## src/rtl/subleq_ctrl.sv

```systemverilog
// subleq_ctrl: SUBLEQ instruction sequencer.
// Fetches A, B, C at pc..pc+2, reads mem[A] and mem[B], and writes
// mem[B] - mem[A] back to mem[B]. If the result is <= 0 it branches to C,
// otherwise it continues at pc+3. A taken branch to HALT_ADDR stops the machine.
//
// Memory port: mem_addr, mem_rd and mem_wr are registered. Each one is
// computed from the next state, so it is visible during the cycle its
// state is current. Read data arrives on mem_rdata the cycle after mem_rd.
// A write takes effect at the clock edge that ends the cycle in which
// mem_wr is high. The write data depends on the read data returning
// during EX, so mem_wdata is a combinational output. It is zero outside EX.
module subleq_ctrl #(
  parameter logic [7:0] HALT_ADDR = 8'hFF,
  parameter int         CNT_W     = 16
) (
  input  logic             clk,
  input  logic             rst,
  input  logic             start,
  input  logic [7:0]       start_pc,
  output logic [7:0]       mem_addr,
  output logic             mem_rd,
  input  logic [7:0]       mem_rdata,
  output logic             mem_wr,
  output logic [7:0]       mem_wdata,
  output logic [7:0]       pc,
  output logic             busy,
  output logic             halted,
  output logic [CNT_W-1:0] instr_cnt,
  output logic [2:0]       dbg_state
);

  typedef enum logic [2:0] {
    S_IDLE = 3'd0,
    S_FA   = 3'd1,
    S_FB   = 3'd2,
    S_FC   = 3'd3,
    S_RA   = 3'd4,
    S_RB   = 3'd5,
    S_EX   = 3'd6,
    S_HALT = 3'd7
  } state_t;

  state_t           state_q, state_d;
  logic [7:0]       a, b, c, opa;
  logic [7:0]       pc_d, addr_d, res;
  logic             rd_d, wr_d, take;
  logic [CNT_W-1:0] cnt_d;

  assign dbg_state = state_q;
  assign busy      = (state_q != S_IDLE) && (state_q != S_HALT);
  assign halted    = (state_q == S_HALT);
  assign res       = mem_rdata - opa;
  assign take      = res[7] | (res == 8'd0);
  assign mem_wdata = (state_q == S_EX) ? res : 8'd0;

  // Choose the next state, the next pc and counter, and the registered port values for that state.
  always_comb begin
    state_d = state_q;
    pc_d    = pc;
    cnt_d   = instr_cnt;
    addr_d  = 8'd0;
    rd_d    = 1'b0;
    wr_d    = 1'b0;
    case (state_q)
      S_IDLE, S_HALT: begin
        if (start) begin
          state_d = S_FA;
          pc_d    = start_pc;
          cnt_d   = '0;
          addr_d  = start_pc;
          rd_d    = 1'b1;
        end
      end
      S_FA: begin
        state_d = S_FB;
        addr_d  = pc + 8'd1;
        rd_d    = 1'b1;
      end
      S_FB: begin
        state_d = S_FC;
        addr_d  = pc + 8'd2;
        rd_d    = 1'b1;
      end
      S_FC: begin
        state_d = S_RA;
        addr_d  = a;
        rd_d    = 1'b1;
      end
      S_RA: begin
        state_d = S_RB;
        addr_d  = b;
        rd_d    = 1'b1;
      end
      S_RB: begin
        state_d = S_EX;
        addr_d  = b;
        wr_d    = 1'b1;
      end
      S_EX: begin
        pc_d = take ? c : pc + 8'd3;
        if (instr_cnt != {CNT_W{1'b1}}) cnt_d = instr_cnt + CNT_W'(1);
        if (take && (c == HALT_ADDR)) begin
          state_d = S_HALT;
        end else begin
          state_d = S_FA;
          addr_d  = pc_d;
          rd_d    = 1'b1;
        end
      end
      default: state_d = S_IDLE;
    endcase
  end

  // Register the state, pc, counter and memory port, and capture the operands each fetch returns.
  always_ff @(posedge clk or posedge rst) begin
    if (rst) begin
      state_q   <= S_IDLE;
      pc        <= 8'd0;
      a         <= 8'd0;
      b         <= 8'd0;
      c         <= 8'd0;
      opa       <= 8'd0;
      mem_addr  <= 8'd0;
      mem_rd    <= 1'b0;
      mem_wr    <= 1'b0;
      instr_cnt <= '0;
    end else begin
      state_q   <= state_d;
      pc        <= pc_d;
      instr_cnt <= cnt_d;
      mem_addr  <= addr_d;
      mem_rd    <= rd_d;
      mem_wr    <= wr_d;
      if (state_q == S_FB) a   <= mem_rdata;
      if (state_q == S_FC) b   <= mem_rdata;
      if (state_q == S_RA) c   <= mem_rdata;
      if (state_q == S_RB) opa <= mem_rdata;
    end
  end

endmodule

```

## config.mk

```make
export PLATFORM = sky130hd
export DESIGN_NAME = subleq_ctrl
export DESIGN_NICKNAME = d
export VERILOG_FILES = /design/src/rtl/subleq_ctrl.sv
export SDC_FILE = /design/constraint.sdc
export NUM_CORES = 1
export LEC_CHECK = 0
export CORE_MARGIN = 4
export CORE_UTILIZATION = 50
export DETAILED_ROUTE_END_ITERATION = 10
export GPL_TIMING_DRIVEN = 0
export PLACE_DENSITY = 0.76
export SETUP_SLACK_MARGIN = 0.3
export SLEW_MARGIN = 25
export SYNTH_ARGS = -nofsm -noshare
export SYNTH_HDL_FRONTEND = slang
export SYNTH_SLANG_ARGS = --single-unit
```

## constraint.sdc

```tcl
create_clock -name clk -period 7 [get_ports clk]
set_input_delay 0.7 -clock clk [delete_from_list [all_inputs] [get_ports clk]]
set_output_delay 0.7 -clock clk [all_outputs]
set_load 0.05 [all_outputs]
```

==> results of run 1 <==
metrics by stage:
step / cells / hold slack, ps / worst slack, ps / util, % / instance area (sq um)
floorplan: 400 / 445 / 3850 / - / 3810
finish: 581 / 501 / 2720 / 65.6 / 4810
detailed placement: 565 / 480 / 2720 / 62.9 / 4610
global route: 581 / 522 / 2580 / 65.6 / 4810
global placement: 564 / 464 / 2780 / 62.6 / 4590
CTS: 581 / 497 / 2700 / 65.5 / 4800
cells in the final DEF (no fill, tap or decap), drive strengths merged, types with 3 or more instances in the layout:
cell and instances:
nand3 18, and2 5, ha 13, clkdlybuf4s50 65, inv 17, a221oi 3
nor3 6, xnor2 14, a22oi 10, a31oi 4, and3 5, nand2 51
a21oi 12, dfrtp 69, o211ai 10, nor2 34, mux2 17, mux2i 8
xor2 17, clkbuf 31, nand4 7, o21ai 25, buf 3, a222oi 4
clkinv 3
registers in the layout (all words and copies together) (netlist names):
name and flops:
a 8, b 8, mem_rd 1, dbg_state 3, c 8, mem_wr 1, mem_addr 8, opa 8
pc 8, instr_cnt 16
metal layers:
layer | vias to the layer above | GRT usage, % | wire, microns
li1 | 1571 | - | -
met1 | 1635 | 33.1 | 4520
met2 | 145 | 35.7 | 4500
met3 | 14 | 4.66 | 766
met4 | 0 | 8.29 | 144
met5 | - | 0 | 0
final timing paths:
check,slack (ps),depth (start not counted),endpoint
min in group asynchronous,710,2,opa[1]
hold reg to reg,500,2,b[4]
max in group asynchronous,5760,3,instr_cnt[15]
setup / recovery,2720,11,mem_wdata[6]
hold / removal,500,2,b[4]
setup reg to reg,4050,10,mem_addr[2]
critical path: cells and delay by family:
family,cells,cell delay [ps]
AOI/OAI and AO/OA,3,550
xor gates and xnor gates,1,150
and+or+nand+nor,1,160
buffers and inverters,4,1430
adders and majority gates,2,580
cells by family (layout without fill, tap and decap cells):
family | Yosys count | in the layout | synth area share [%]
flip-flops | 69 | 69 | 45.3
XOR/XNOR | 31 | 31 | 7.12
adder cells (fa/ha/maj) | 14 | 14 | 4.79
multiplexers | 25 | 25 | 7.12
AO/OA/AOI/OAI | 83 | 83 | 14.9
AND/OR/NAND/NOR | 139 | 139 | 16.8
buffers and inverters | 39 | 121 | 4.04
power breakdown:
| group | switching (uW) | internal, uW |
|---|---|---|
| combinational | 922 | 548 |
| clock | 152 | 173 |
| sequential | 119 | 564 |
area by class of cell:
type,count,share of cell area [%]
inverter,18,1.46
clock buffer,12,3.02
multi-input combinational,292,40.3
timing repair buffer,66,14.0
tap,99,2.58
clock inverter,4,0.989
buffer,21,1.80
sequential,69,35.9
cells in the mapped netlist (all sizes together), types with 5 or more instances:
library cell,instances
a21oi,12
a22oi,10
and2,5
and3,5
clkbuf,19
dfrtp,69
ha,13
inv,17
mux2,17
mux2i,8
nand2,51
nand3,18
nand4,7
nor2,34
nor3,6
o211ai,10
o21ai,25
xnor2,14
xor2,17
==> flow_metrics.env, run 1 <==
export IMPL_status="complete, no violations"
export IMPL_ir_worst_vdd_v=0.000304
export IMPL_antenna_left=0
export IMPL_antenna_found_initial=0
export IMPL_fillers=590
export IMPL_syn_area_per_cell_sq_um=9.53
export IMPL_cts_buffers=9
export IMPL_initial_core_util_pct=52.0
export IMPL_final_net_count=510
export IMPL_cts_root_buf="clkbuf_8"
export IMPL_max_freq_ghz=0.234
export IMPL_ys_types=52
export IMPL_synth_edf_count=0
export IMPL_row_count=31
export IMPL_startpoint_type="input pin"
export IMPL_wl_per_cell_microns=17.1
export IMPL_period_minus_slack_ps=4280
export IMPL_cts_max_level=3
export IMPL_dpl_hpwl_microns=7340
export IMPL_antenna_cells=0
export IMPL_postSynthCellCount=400
export IMPL_first_pass_iters=5
export IMPL_coreArea_sq_mm=0.00733
export IMPL_clock_sinks=69
export IMPL_grt_pass1_vias=3240
export IMPL_ys_warnings_count=0
export IMPL_clockBufferDepth=2
export IMPL_seq_area_frac_synth_pct=45.3
export IMPL_power_uw=2480
export IMPL_relSlewSlack_pct=42.4
export IMPL_clk_insertion_delay_late_ps=340
export IMPL_ys_top_cells_by_area="dfrtp_1, nand2_1, mux2_2"
export IMPL_port_buffers=65
export IMPL_worstPathRequired_ps=6300
export IMPL_cp_slowest_cell="clkdlybuf4s50_1"
export IMPL_cp_cell_sequence="clkdlybuf4s50_1 > inv_1 > ha_1 > inv_1 > fa_1 > a211oi_2 > o21bai_1 > a21oi_2 > xnor2_1 > and2_1 > clkdlybuf4s50_1"
export IMPL_rsz0062_at_grt="false"
export IMPL_tightestPinTransition_ps=858
export IMPL_path_max_fanout=4
export IMPL_yosys_most_used_dff="dfrtp_1"
export IMPL_synthArstFlopShare_pct=100
export IMPL_cts_resized=0
export IMPL_final_hold_viol_count=0
export IMPL_fp_dieW_microns=95.3
export IMPL_yosys_area_top_type="dfrtp_1"
export IMPL_grt_first_pass_wirelength_microns=16200
export IMPL_drive_above_1_share_pct=8.30
export IMPL_viasPerCell=5.79
export IMPL_gp_congestion=0.908
export IMPL_syn_nets=433
export IMPL_crit_path_max_incr_delay_ps=800
export IMPL_wirelength_microns=9930
export IMPL_cap_viol_max_count=0
export IMPL_slew_viol_final=0
export IMPL_drt_initial_drc_count=302
export IMPL_worstHoldPathType="register to register"
export IMPL_startpoint="mem_rdata[0]"
export IMPL_clock_skew_ps=8.20
export IMPL_power_density_mw_per_mm2=516
export IMPL_post_cts_setup_buffers=0
export IMPL_grt_max_degree=36
export IMPL_total_leakage_power_uw=0.00204
export IMPL_setup_tns_ps=0
export IMPL_area_growth_pct=26.1
export IMPL_worst_setup_path_type="input pin to output port"
export IMPL_syn_cell_area_sq_mm=0.00381
export IMPL_worst_ep_arrival_time_ps=3580
export IMPL_overflow=0
export IMPL_fin_crit_sh_pct=61.1
export IMPL_die_h_microns=95.3
export IMPL_clkTransAtPathRegs_ps=80
export IMPL_drc=0
export IMPL_seq_area_sq_mm=0.00173
export IMPL_io_pin_count=66
export IMPL_setup_violations=0
export IMPL_cts_tree="built"
export IMPL_hold_start="b[4]"
export IMPL_yosysTopAreaCellShare_pct=45.3
export IMPL_multi_input_area_sq_mm=0.00194
export IMPL_grt_use_total_pct=23.4
export IMPL_endpoint_kind="output port"
export IMPL_num_vias=3365
export IMPL_ys_ff_latch=69
export IMPL_timing_rr_start="opa[0]"
export IMPL_cts_hold_buf=0
export IMPL_die_area_sq_mm=0.00909
Note: power is estimated with default switching activity, not from simulation.
==> run 2: changes to the inputs <==
==> constraint.sdc (replaced) <==
create_clock -name clk -period 4.3 [get_ports clk]
set_input_delay 0.43 -clock clk [delete_from_list [all_inputs] [get_ports clk]]
set_output_delay 0.43 -clock clk [all_outputs]
set_load 0.05 [all_outputs]
==> results of run 2 <==
The final DEF is identical to that of run 1. Status: complete, no violations.
Among the figures that moved: setup slack after placement 2720 ps -> 559 ps; clock-pin slew on the worst setup and hold paths 80 ps -> 70 ps; setup slack after layout 2720 ps -> 560 ps; hold slack 501 ps -> 435 ps; register-to-register setup slack 4050 ps -> 1350 ps; total power 2480 uW -> 4040 uW; worst IR drop on VDD 0.000304 V -> 0.000495 V
==> run 3: changes to the inputs <==
--- a/config.mk
+++ b/config.mk
@@ -5,12 +5,13 @@
 export SDC_FILE = /design/constraint.sdc
 export NUM_CORES = 1
 export LEC_CHECK = 0
-export CORE_MARGIN = 4
+export CORE_MARGIN = 2
 export CORE_UTILIZATION = 50
 export DETAILED_ROUTE_END_ITERATION = 10
 export GPL_TIMING_DRIVEN = 0
 export PLACE_DENSITY = 0.76
 export SETUP_SLACK_MARGIN = 0.3
+export SKIP_CTS_REPAIR_TIMING = 1
 export SLEW_MARGIN = 25
 export SYNTH_ARGS = -nofsm -noshare
 export SYNTH_HDL_FRONTEND = slang
==> flow_metrics.env, run 3 (synthesis gave the netlist of run 1 again) <==
export IMPL_antenna_left=0
export IMPL_grt_use_total_pct=24.7
export IMPL_antenna_cells=0
export IMPL_setup_ws_ps=579
export IMPL_drive_above_1_share_pct=8.51
export IMPL_startpoint_type="input pin"
export IMPL_viasPerCell=5.88
export IMPL_ir_worst_vdd_v=0.000504
export IMPL_fp_dieW_microns=91.3
export IMPL_wirelength_microns=9860
export IMPL_layout_common_cells="dfrtp_1, clkdlybuf4s50_1, nand2_1, nor2_1, clkbuf_1"
export IMPL_fin_crit_sh_pct=86.5
export IMPL_row_count=31
export IMPL_fin_area_sq_mm=0.00488
export IMPL_top_register="instr_cnt"
export IMPL_clock_sinks=69
export IMPL_power_density_mw_per_mm2=867
export IMPL_endpoint_kind="output port"
export IMPL_cts_buffers=9
export IMPL_antenna_found_initial=0
export IMPL_rr_worst_depth=10
export IMPL_path_max_fanout=4
export IMPL_p_switching_uw=1960
export IMPL_largest_reg_flops=16
export IMPL_cts_root_buf="clkbuf_8"
export IMPL_tightestPinTransition_ps=1010
export IMPL_final_hold_viol_count=0
export IMPL_worst_setup_path_type="input pin to output port"
export IMPL_status="complete, no violations"
export IMPL_total_leakage_power_uw=0.00208
export IMPL_rsz0062_at_grt="false"
export IMPL_wl_per_cell_microns=17.0
export IMPL_r2r_setup_slack_ps=1310
export IMPL_worst_ep_arrival_time_ps=3290
export IMPL_internal_power_uw=2270
export IMPL_timing_rr_start="opa[0]"
export IMPL_cts_max_level=3
export IMPL_dpl_hpwl_microns=7130
export IMPL_setup_tns_ps=0
export IMPL_num_vias=3416
export IMPL_seq_area_sq_mm=0.00173
export IMPL_period_minus_slack_ps=3720
export IMPL_die_h_microns=91.3
export IMPL_io_pin_count=66
export IMPL_gp_congestion=0.929
export IMPL_drt_initial_drc_count=396
export IMPL_coreArea_sq_mm=0.00733
export IMPL_grt_pass1_vias=3243
export IMPL_clock_skew_ps=9.84
export IMPL_max_freq_ghz=0.269
export IMPL_clockBufferDepth=2
export IMPL_multi_input_area_sq_mm=0.00193
export IMPL_fillers=573
export IMPL_slew_viol_final=0
export IMPL_relSlewSlack_pct=32.3
export IMPL_power_frac_seq_pct=26.4
export IMPL_port_buffers=65
export IMPL_initial_core_util_pct=52.0
export IMPL_comb_power_share_pct=56.6
export IMPL_setup_violations=0
export IMPL_clkTransAtPathRegs_ps=70
export IMPL_p_sw_share_pct=46.4
export IMPL_final_net_count=510
export IMPL_grt_max_degree=37
export IMPL_worstHoldPathType="input pin to asynchronous set/reset pin"
export IMPL_post_place_ws_ps=616
export IMPL_cap_viol_max_count=0
export IMPL_rr_endpoint="mem_addr[2]"
export IMPL_die_area_sq_mm=0.00834
export IMPL_clk_insertion_delay_late_ps=350
export IMPL_clock_power_share_pct=16.9
export IMPL_layout_commonest_cell="dfrtp_1"
export IMPL_cts_tree="built"
export IMPL_worstPathRequired_ps=3870
export IMPL_holdWs_ps=440
export IMPL_overflow=0
export IMPL_grt_first_pass_wirelength_microns=16200
export IMPL_drc=0
export IMPL_area_growth_pct=28.0
export IMPL_first_pass_iters=7
export IMPL_dpl_instance_area_sq_mm=0.00461
[run 3: worst max path at each step]
stage            startpoint           end  cells after the start
4_1_cts        mem_rdata[0]  mem_wdata[6]                     11
5_1_grt        mem_rdata[0]  mem_wdata[6]                     11
6_report       mem_rdata[0]  mem_wdata[6]                     11
3_3_place_gp   mem_rdata[0]  mem_wdata[6]                     11
3_5_place_dp   mem_rdata[0]  mem_wdata[6]                     11
2_1_floorplan  mem_rdata[0]  dbg_state[1]                     12
[run 3: layout make-up]
type	instances	area share (%)
repair buffers	66	13.7
clock inverters	6	2.74
flip-flops and latches	69	35.4
inverters	18	1.44
clock buffers	10	2.82
plain buffers	21	1.77
multi-input cells	292	39.6
well taps	99	2.54
[run 3: metrics by stage]
stage | std cells | utilization (%) | total power, uW
floorplan | 400 | - | 2800
global placement | 564 | 62.6 | 3420
detailed placement | 565 | 62.9 | 3480
CTS | 581 | 66.6 | 4210
global route | 581 | 66.6 | 4470
finish | 581 | 66.6 | 4230
[run 3: per-layer routing]
metal  GRT usage, %  part of all wire, %  vias up  wire length (microns)
li1               -                    -     1571                      -
met1           35.0                   44     1676                   4380
met2           37.5                   46      142                   4520
met3           4.65                  7.2       27                    711
met4           10.2                  2.5        0                    245
met5              0                    0        -                      0
[run 3: critical path, stage by stage]
cell             delay (ps)
clkdlybuf4s50_1         450
inv_1                   130
ha_1                    150
inv_1                    50
fa_1                    410
a211oi_2                240
o21bai_1                130
a21oi_2                 160
xnor2_1                 170
and2_1                  170
clkdlybuf4s50_1         790
[run 3: power groups by stage]
stage	clock network (uW)	logic [uW]	registers (uW)
finish	717	2400	1120
global route	751	2570	1150
detailed placement	0	2360	1120
floorplan	0	1360	1430
global placement	0	2310	1110
CTS	722	2380	1110
